## config.mk

```make
export PLATFORM = sky130hd
export DESIGN_NAME = load_store_unit
export DESIGN_NICKNAME = d
export VERILOG_FILES = /design/src/rtl/lsu_pkg.sv /design/src/rtl/lsu_align.sv /design/src/rtl/load_store_unit.sv
export SDC_FILE = /design/constraint.sdc
export NUM_CORES = 1
export LEC_CHECK = 0
export CAP_MARGIN = 20
export CORE_ASPECT_RATIO = 0.8
export CORE_MARGIN = 2
export CORE_UTILIZATION = 40
export CTS_CLUSTER_SIZE = 12
export DETAILED_ROUTE_END_ITERATION = 10
export PLACE_DENSITY_LB_ADDON = 0.08
export SLEW_MARGIN = 20
export SYNTH_ARGS = -nofsm -noshare
export SYNTH_HDL_FRONTEND = slang
export SYNTH_SLANG_ARGS = --single-unit
```

## constraint.sdc

```tcl
create_clock -name clk -period 2.3 [get_ports clk]
set_input_delay 0.46 -clock clk [delete_from_list [all_inputs] [get_ports clk]]
set_output_delay 0.46 -clock clk [all_outputs]
set_load 0.05 [all_outputs]
```

## src/rtl/lsu_pkg.sv

```systemverilog
// Shared encodings for the load/store unit: access sizes, FSM states and
// the small alignment helpers used by both the controller and the datapath.
package lsu_pkg;

    localparam int ADDR_W = 9;
    localparam int DATA_W = 64;
    localparam int ADS_W  = 6;

    typedef enum logic [1:0] {
        SZ_B = 2'd0,
        SZ_H = 2'd1,
        SZ_W = 2'd2,
        SZ_D = 2'd3
    } size_e;

    typedef enum logic [2:0] {
        IDLE = 3'd0,
        RD   = 3'd1,
        CAP  = 3'd2,
        WR   = 3'd3,
        RESP = 3'd4
    } state_e;

    // An access is aligned when the low log2(size) address bits are all zero.
    function automatic logic is_misaligned(input logic [2:0] offset, input size_e size);
        case (size)
            SZ_B:    return 1'b0;
            SZ_H:    return offset[0];
            SZ_W:    return |offset[1:0];
            default: return |offset;
        endcase
    endfunction

    function automatic logic [DATA_W-1:0] lane_mask(input size_e size);
        case (size)
            SZ_B:    return 64'h0000_0000_0000_00FF;
            SZ_H:    return 64'h0000_0000_0000_FFFF;
            SZ_W:    return 64'h0000_0000_FFFF_FFFF;
            default: return 64'hFFFF_FFFF_FFFF_FFFF;
        endcase
    endfunction

endpackage

```

## src/rtl/lsu_align.sv

```systemverilog
// Combinational byte-lane datapath: extracts and extends load data from a
// doubleword, and merges right-aligned store data into the addressed bytes.
module lsu_align
    import lsu_pkg::*;
(
    input  logic [DATA_W-1:0] i_dword,
    input  logic [2:0]        i_offset,
    input  size_e             i_size,
    input  logic              i_unsigned,
    input  logic [DATA_W-1:0] i_wdata,
    output logic [DATA_W-1:0] o_rdata,
    output logic [DATA_W-1:0] o_merged
);

    logic [5:0]        w_shamt;
    logic [DATA_W-1:0] w_lane;
    logic [DATA_W-1:0] w_mask;

    assign w_shamt = {i_offset, 3'b000};
    assign w_lane  = i_dword >> w_shamt;
    assign w_mask  = lane_mask(i_size) << w_shamt;

    always_comb begin
        // NOTE: assigning a default before the case keeps every path covered, so no latch is inferred.
        o_rdata = w_lane;
        case (i_size)
            SZ_B:    o_rdata = {{56{w_lane[7]  & ~i_unsigned}}, w_lane[7:0]};
            SZ_H:    o_rdata = {{48{w_lane[15] & ~i_unsigned}}, w_lane[15:0]};
            SZ_W:    o_rdata = {{32{w_lane[31] & ~i_unsigned}}, w_lane[31:0]};
            default: o_rdata = w_lane;
        endcase
    end

    assign o_merged = (i_dword & ~w_mask) | ((i_wdata << w_shamt) & w_mask);

endmodule

```

## src/rtl/load_store_unit.sv

```systemverilog
// Single-request load/store unit in front of a synchronous doubleword memory;
// sub-doubleword stores are performed as read-modify-write.
module load_store_unit
    import lsu_pkg::*;
(
    input  logic              clk,
    input  logic              rst_n,
    input  logic              req_valid,
    output logic              req_ready,
    input  logic              req_we,
    input  logic [ADDR_W-1:0] req_addr,
    input  logic [1:0]        req_size,
    input  logic              req_unsigned,
    input  logic [DATA_W-1:0] req_wdata,
    output logic              resp_valid,
    output logic [DATA_W-1:0] resp_rdata,
    output logic              resp_err,
    output logic [ADS_W-1:0]  mem_ads,
    output logic              mem_we,
    output logic [DATA_W-1:0] mem_din,
    input  logic [DATA_W-1:0] mem_dout
);

    state_e            r_state;
    logic [ADDR_W-1:0] r_addr;
    size_e             r_size;
    logic              r_we;
    logic              r_unsigned;
    logic              r_err;
    logic [DATA_W-1:0] r_wdata;
    logic [DATA_W-1:0] r_dword;

    size_e             w_req_size;
    logic              w_misaligned;
    logic              w_mem_phase;
    logic [DATA_W-1:0] w_rdata;
    logic [DATA_W-1:0] w_merged;

    assign w_req_size   = size_e'(req_size);
    assign w_misaligned = is_misaligned(req_addr[2:0], w_req_size);

    always_ff @(posedge clk or negedge rst_n) begin
        if (!rst_n) begin
            r_state    <= IDLE;
            r_addr     <= '0;
            r_size     <= SZ_B;
            r_we       <= 1'b0;
            r_unsigned <= 1'b0;
            r_err      <= 1'b0;
            r_wdata    <= '0;
            r_dword    <= '0;
        end else begin
            // NOTE: non-blocking assignments so every register samples pre-edge values.
            case (r_state)
                IDLE: begin
                    if (req_valid) begin
                        r_addr     <= req_addr;
                        r_size     <= w_req_size;
                        r_we       <= req_we;
                        r_unsigned <= req_unsigned;
                        r_wdata    <= req_wdata;
                        r_err      <= w_misaligned;
                        if (w_misaligned)
                            r_state <= RESP;
                        else if (req_we && w_req_size == SZ_D)
                            r_state <= WR;
                        else
                            r_state <= RD;
                    end
                end
                RD:  r_state <= CAP;
                CAP: begin
                    r_dword <= mem_dout;
                    r_state <= r_we ? WR : RESP;
                end
                WR:      r_state <= RESP;
                RESP:    r_state <= IDLE;
                default: r_state <= IDLE;
            endcase
        end
    end

    lsu_align u_align (
        .i_dword    (r_dword),
        .i_offset   (r_addr[2:0]),
        .i_size     (r_size),
        .i_unsigned (r_unsigned),
        .i_wdata    (r_wdata),
        .o_rdata    (w_rdata),
        .o_merged   (w_merged)
    );

    // Outputs decode the registered state only, so reset clears them at once.
    assign w_mem_phase = (r_state == RD) || (r_state == CAP) || (r_state == WR);
    assign req_ready   = (r_state == IDLE);
    assign mem_ads     = w_mem_phase ? r_addr[ADDR_W-1:3] : '0;
    assign mem_we      = (r_state == WR);
    assign mem_din     = mem_we ? w_merged : '0;
    assign resp_valid  = (r_state == RESP);
    assign resp_err    = resp_valid & r_err;
    assign resp_rdata  = (resp_valid && !r_err && !r_we) ? w_rdata : '0;

endmodule

```

**Word level (Yosys, flattened, before mapping)**

Index checks and enable logic that the tools add are counted.

- Bits in registers: 145
- Input port bits: 144
- Output and inout bits: 138
- Word-level logic and storage cells: 54

- Equality and inequality tests: 10
- Shifts and indexed selects: 3
- Mux-type cells: 11
- Bitwise operators: 9
- Reduce and logical (&&, ||, !) cells: 13

Operators by type and width:

| kind | number |
|---|---|
| 64-bit one-hot mux with 3 select lines | 2 |
| 64-bit AND | 2 |
| 64-bit two-way mux | 2 |
| 64-bit by 6-bit left shift with 64-bit output | 2 |
| 64-bit inverter | 1 |
| 64-bit OR | 1 |
| 64-bit by 6-bit >> shifter with 64-bit output | 1 |
| 3-bit one-hot mux with 4 select lines | 1 |
| 3-bit two-way mux | 3 |
| 2-bit == test (second input constant) | 3 |
| 3-bit by 2-bit == test with 1-bit output (second input constant) | 2 |
| 6-bit two-way mux | 1 |
| 1-bit AND | 4 |
| 2-bit by 1-bit == test with 1-bit output (second input constant) | 2 |
| 2-bit zero test | 2 |
| 3-bit by 1-bit == test with 1-bit output (second input constant) | 1 |
| 3-bit == test (second input constant) | 1 |
| 1-bit logical AND | 3 |
| 3-bit zero test | 1 |
| 1-bit one-hot mux with 3 select lines | 1 |
| 3-bit OR reduction | 1 |
| 1-bit zero test | 2 |
| 1-bit logical OR | 2 |
| 2-bit two-way mux | 1 |
| 4 further kinds | 4 |

**Longest topological paths before layout**

- Depth after elaboration: 7
- Depth in mapped cells: 10

**Modules after synthesis**

From an unflattened synthesis, not the netlist that was laid out.

- Cells, all modules: 1083
- Area total of the unflattened synthesis: 11188.2 µm²

By module, submodules not included:

| module | instances | cells each | area an instance (µm²) | seq. area each (µm²) |
|---|---|---|---|---|
| load_store_unit | 1 | 480 | 6583.8 | 3628.5 |
| lsu_align | 1 | 603 | 4604.4 | 0.0 |

**Least setup slack after synthesis**

No wires, ideal clock.

- Kind: register to output
- Start point: register r_addr[2]
- End point: output port mem_din[54]
- Arrival: 2.686 ns
- Required time: 1.840 ns
- Path slack: -0.846 ns
- Cell stages (with the launch flop): 7
- Path buffers: 2
- Cells stage by stage: dfrtp_1 buf_4 and2_4 a2111oi_4 buf_2 nor2_1 a211oi_1

- Word-level cells in the longest chain between the ends: 5
- Elaborated cells between the ends (all ways): 7

Ends and longest elaborated chain:

| element | line | RTL |
|---|---|---|
| start: declaration | load_store_unit.sv:25 | `logic [ADDR_W-1:0] r_addr;` |
| start signal: assignment | load_store_unit.sv:57 | `r_addr <= req_addr;` |
| 64-bit by 6-bit left shift with 64-bit output | lsu_align.sv:21 | `assign w_mask = lane_mask(i_size) << w_shamt;` |
| 64-bit inverter | lsu_align.sv:34 | `assign o_merged = (i_dword & ~w_mask) \| ((i_wdata << w_shamt) & w_mask);` |
| 64-bit AND | lsu_align.sv:34 |  |
| 64-bit OR (*) | lsu_align.sv:34 |  |
| 64-bit two-way mux (*) | load_store_unit.sv:98 | `assign mem_din = mem_we ? w_merged : '0;` |
| end: declaration | load_store_unit.sv:20 | `output logic [DATA_W-1:0] mem_din,` |

Mark *: on every way between the ends. The rest lies on a longest branch, timed or not.

**Worst setup path after layout**

- Start point: register r_addr[0]
- End point: output port resp_rdata[21]

- Word-level cells in the longest chain between the ends: 4
- Elaborated cells between the ends (all ways): 5

Ends and longest elaborated chain:

| element | line | RTL |
|---|---|---|
| 64-bit by 6-bit >> shifter with 64-bit output (*) | lsu_align.sv:20 | `assign w_lane = i_dword >> w_shamt;` |
| 1-bit AND (on tied branches) | lsu_align.sv:28, lsu_align.sv:27 |  |
| 64-bit one-hot mux with 3 select lines (*) | lsu_align.sv:26 | `case (i_size)` |
| 64-bit two-way mux (*) | load_store_unit.sv:101 | `assign resp_rdata = (resp_valid && !r_err && !r_we) ? w_rdata : '0;` |
| end: declaration | load_store_unit.sv:16 | `output logic [DATA_W-1:0] resp_rdata,` |

Marks and branches as above.

==> metrics.yaml <==
crit_required_ns: 1.84
synth_edf_count: 0
place.gp.congestion: 0.976
yosys_warnings: 0
slew_viol_final: 0
r2r_end: "r_wdata[49]"
overflow: 0
synth_cell_type_count: 61
totalWireLength_um: 50500
rows: 52
cts_tree: "done"
tightest_slew_ns: 0.544
drc: 0
core-area_um2: 25200
ir_drop_mv: 0.935
yosysSeqAreaShare_pct: 35.4
drt_iter0_drc: 1244
hold_class: "in2async"
synth_top_flop_cell: "dfrtp_1"
drtAntennaViolNets: 0
via_per_inst: 6.00
finalSetupViolations: 128
r2r_slack_ns: 0.39
ios: 282
power_density_nw_per_um2: 1780
synth_cells: 1015
drt_pass1_iterations: 6
async_reset_ff_share_pct: 100
status: "finished with violations"
crit_type: "reg2out"
max_slew_margin_pct: 63.7
wl_per_cell_um: 27.2
worst_skew_pair.late_latency_ns: 0.45
rsz0062_at_grt: "yes"
cts_root_buffer: "clkbuf_16"
leakage_uw: 0.00803
end_kind: "output pin"
arrival_ns: 2.67
finalWorstPathRequiredPeriod_ns: 3.13
antenna_found_initial: 2
critPathLaunchType: "flip-flop"
syn_area_um2: 10300
syn_nets: 1159
reg2reg_depth: 5
hold_violations: 0
grt_pass1_wl_um: 72200
dpl.hpwl_um: 37300
cts_sinks: 145
clk_path_buf_depth: 2
drive_gt1_share_pct: 62.7
die-area_um2: 26900
clock_skew_ns: 0.0157
pre_cts_ws_ns: -0.582
fin_crit_sh_pct: 136
grt_max_degree: 65
cts_made_buffers: 17
layout_commonest_cell: "buf_4"
clock.fmax_mhz: 319
syn2layout_area_growth_pct: 97.4
initial_core_util_pct: 40.6
cp_max_fo: 10
cts.clk_slew.worst_paths_ns: 0.07
htreeDepth: 4
layout.nets: 1665
r2r_start: "r_state[0]"
dieWidth_um: 183
final_cell_mix: "buf_4 (196), mux2_2 (149), clkdlybuf4s50_1 (142), dfrtp_1 (142), buf_12 (133)"
vias: 11200
syn_avg_cell_area_um2: 10.1
synth-seq-cells: 145
violations: "setup timing"
cap_violations: 0
finalWorstSetupSlack_ns: -0.831
fin_setup_tns_ns: -88.99
port_buffers: 281
grtUsageTotal_pct: 36.6
first_global_vias: 11000
die_h_um: 147
==> per-stage QoR <==
stage | instances | util (%) | power (µW) | instance area (µm²) | hold WS [ns]
floorplan | 1015 | - | 17200 | 11700 | 0.164
global placement | 1768 | 68.2 | 25900 | 17200 | 0.390
detailed placement | 1768 | 68.2 | 26100 | 17200 | 0.395
CTS | 1837 | 77.3 | 33200 | 19500 | 0.493
global route | 1858 | 80.2 | 37200 | 20200 | 0.520
finish | 1859 | 80.2 | 36100 | 20200 | 0.481
==> cells by family after synthesis <==
logic type / count (synthesis) / synth area share [%]
buf+inv: 97 / 5.20
flops: 145 / 35.4
mux: 303 / 33.1
compound gates: 230 / 15.7
simple gates: 240 / 10.6
==> metal layers <==
metal	track usage (%)	vias up	share of wire, %
met5	1.64	-	0.083
met1	54.4	5629	43
met3	10.3	71	11
li1	-	4741	-
met4	7.68	2	2.1
met2	52.8	718	43
==> Yosys cell counts (all sizes together) (2+ instances only) <==
cell type,count,area [µm²]
a211oi,50,410
a21o,3,22.5
a21oi,82,448
a222oi,9,90.1
a22oi,3,22.5
a2bb2oi,3,26.3
a31oi,2,12.5
and2,9,58.8
and3,4,25.0
buf,66,417
clkbuf,25,93.8
dfrtp,145,3630
inv,5,18.8
mux2,160,1800
mux2i,130,1300
mux4,13,293
nand2,92,348
nand2b,7,43.8
nand3b,2,15.0
nor2,92,350
nor2b,17,106
nor3,5,46.3
nor3b,3,27.5
o211a,9,90.1
o21a,2,15.0
o21ai,36,180
o221ai,8,70.1
o22ai,5,31.3
o2bb2ai,7,61.3
o32ai,4,35.0
or2,2,12.5
==> power breakdown <==
| part | internal, µW | total [µW] | switching, µW |
|---|---|---|---|
| Combinational | 13300 | 27100 | 13800 |
| Sequential | 3860 | 6190 | 2330 |
| Clock | 1480 | 2900 | 1420 |
| Total | 18600 | 36100 | 17500 |
==> area by class of cell <==
class,instances,area [µm²]
inverters,6,25.0
clock buffers,17,425
clock inverters,15,186
flip-flops and latches,145,3640
well taps,324,405
repair buffers,578,6880
diodes,1,2.50
fillers,1509,5000
multi-input cells,773,8680
==> sequential cells by signal (all words and copies together), names as in the netlist <==
register	flops
r_we	1
r_addr	9
r_state	3
r_dword	64
r_wdata	64
r_size	2
r_err	1
r_unsigned	1
==> critical path, stage by stage, from the launching register on <==
cell      delay [ns]
dfrtp_4         0.55
buf_8           0.17
mux2i_2         0.24
a222oi_1        0.11
buf_4           0.17
nand2_2         0.07
a21boi_4        0.42
buf_12          0.22
a21oi_2         0.07
buf_4           0.19
==> how the worst max path moves through the flow <==
stage | start | endpoint | slack [ns] | depth (start not counted)
5_1_grt | r_addr[0] | resp_rdata[60] | -0.86 | 10
3_5_place_dp | r_addr[0] | mem_din[33] | -0.58 | 9
4_1_cts | r_addr[0] | mem_din[32] | -0.78 | 10
2_1_floorplan | r_addr[2] | resp_rdata[62] | -0.34 | 6
3_3_place_gp | r_addr[0] | mem_din[33] | -0.57 | 9
6_report | r_addr[0] | resp_rdata[21] | -0.83 | 9
==> repair_timing <==
action,in CTS,in global routing
hold buffers,1,0
buffers inserted,36,29
pin swaps,72,71
gates resized for setup,287,127
cloned,5,1
hold endpoints to repair,32,0
setup endpoints to repair,128,129
No activity file was read; power rests on OpenSTA's default activity.
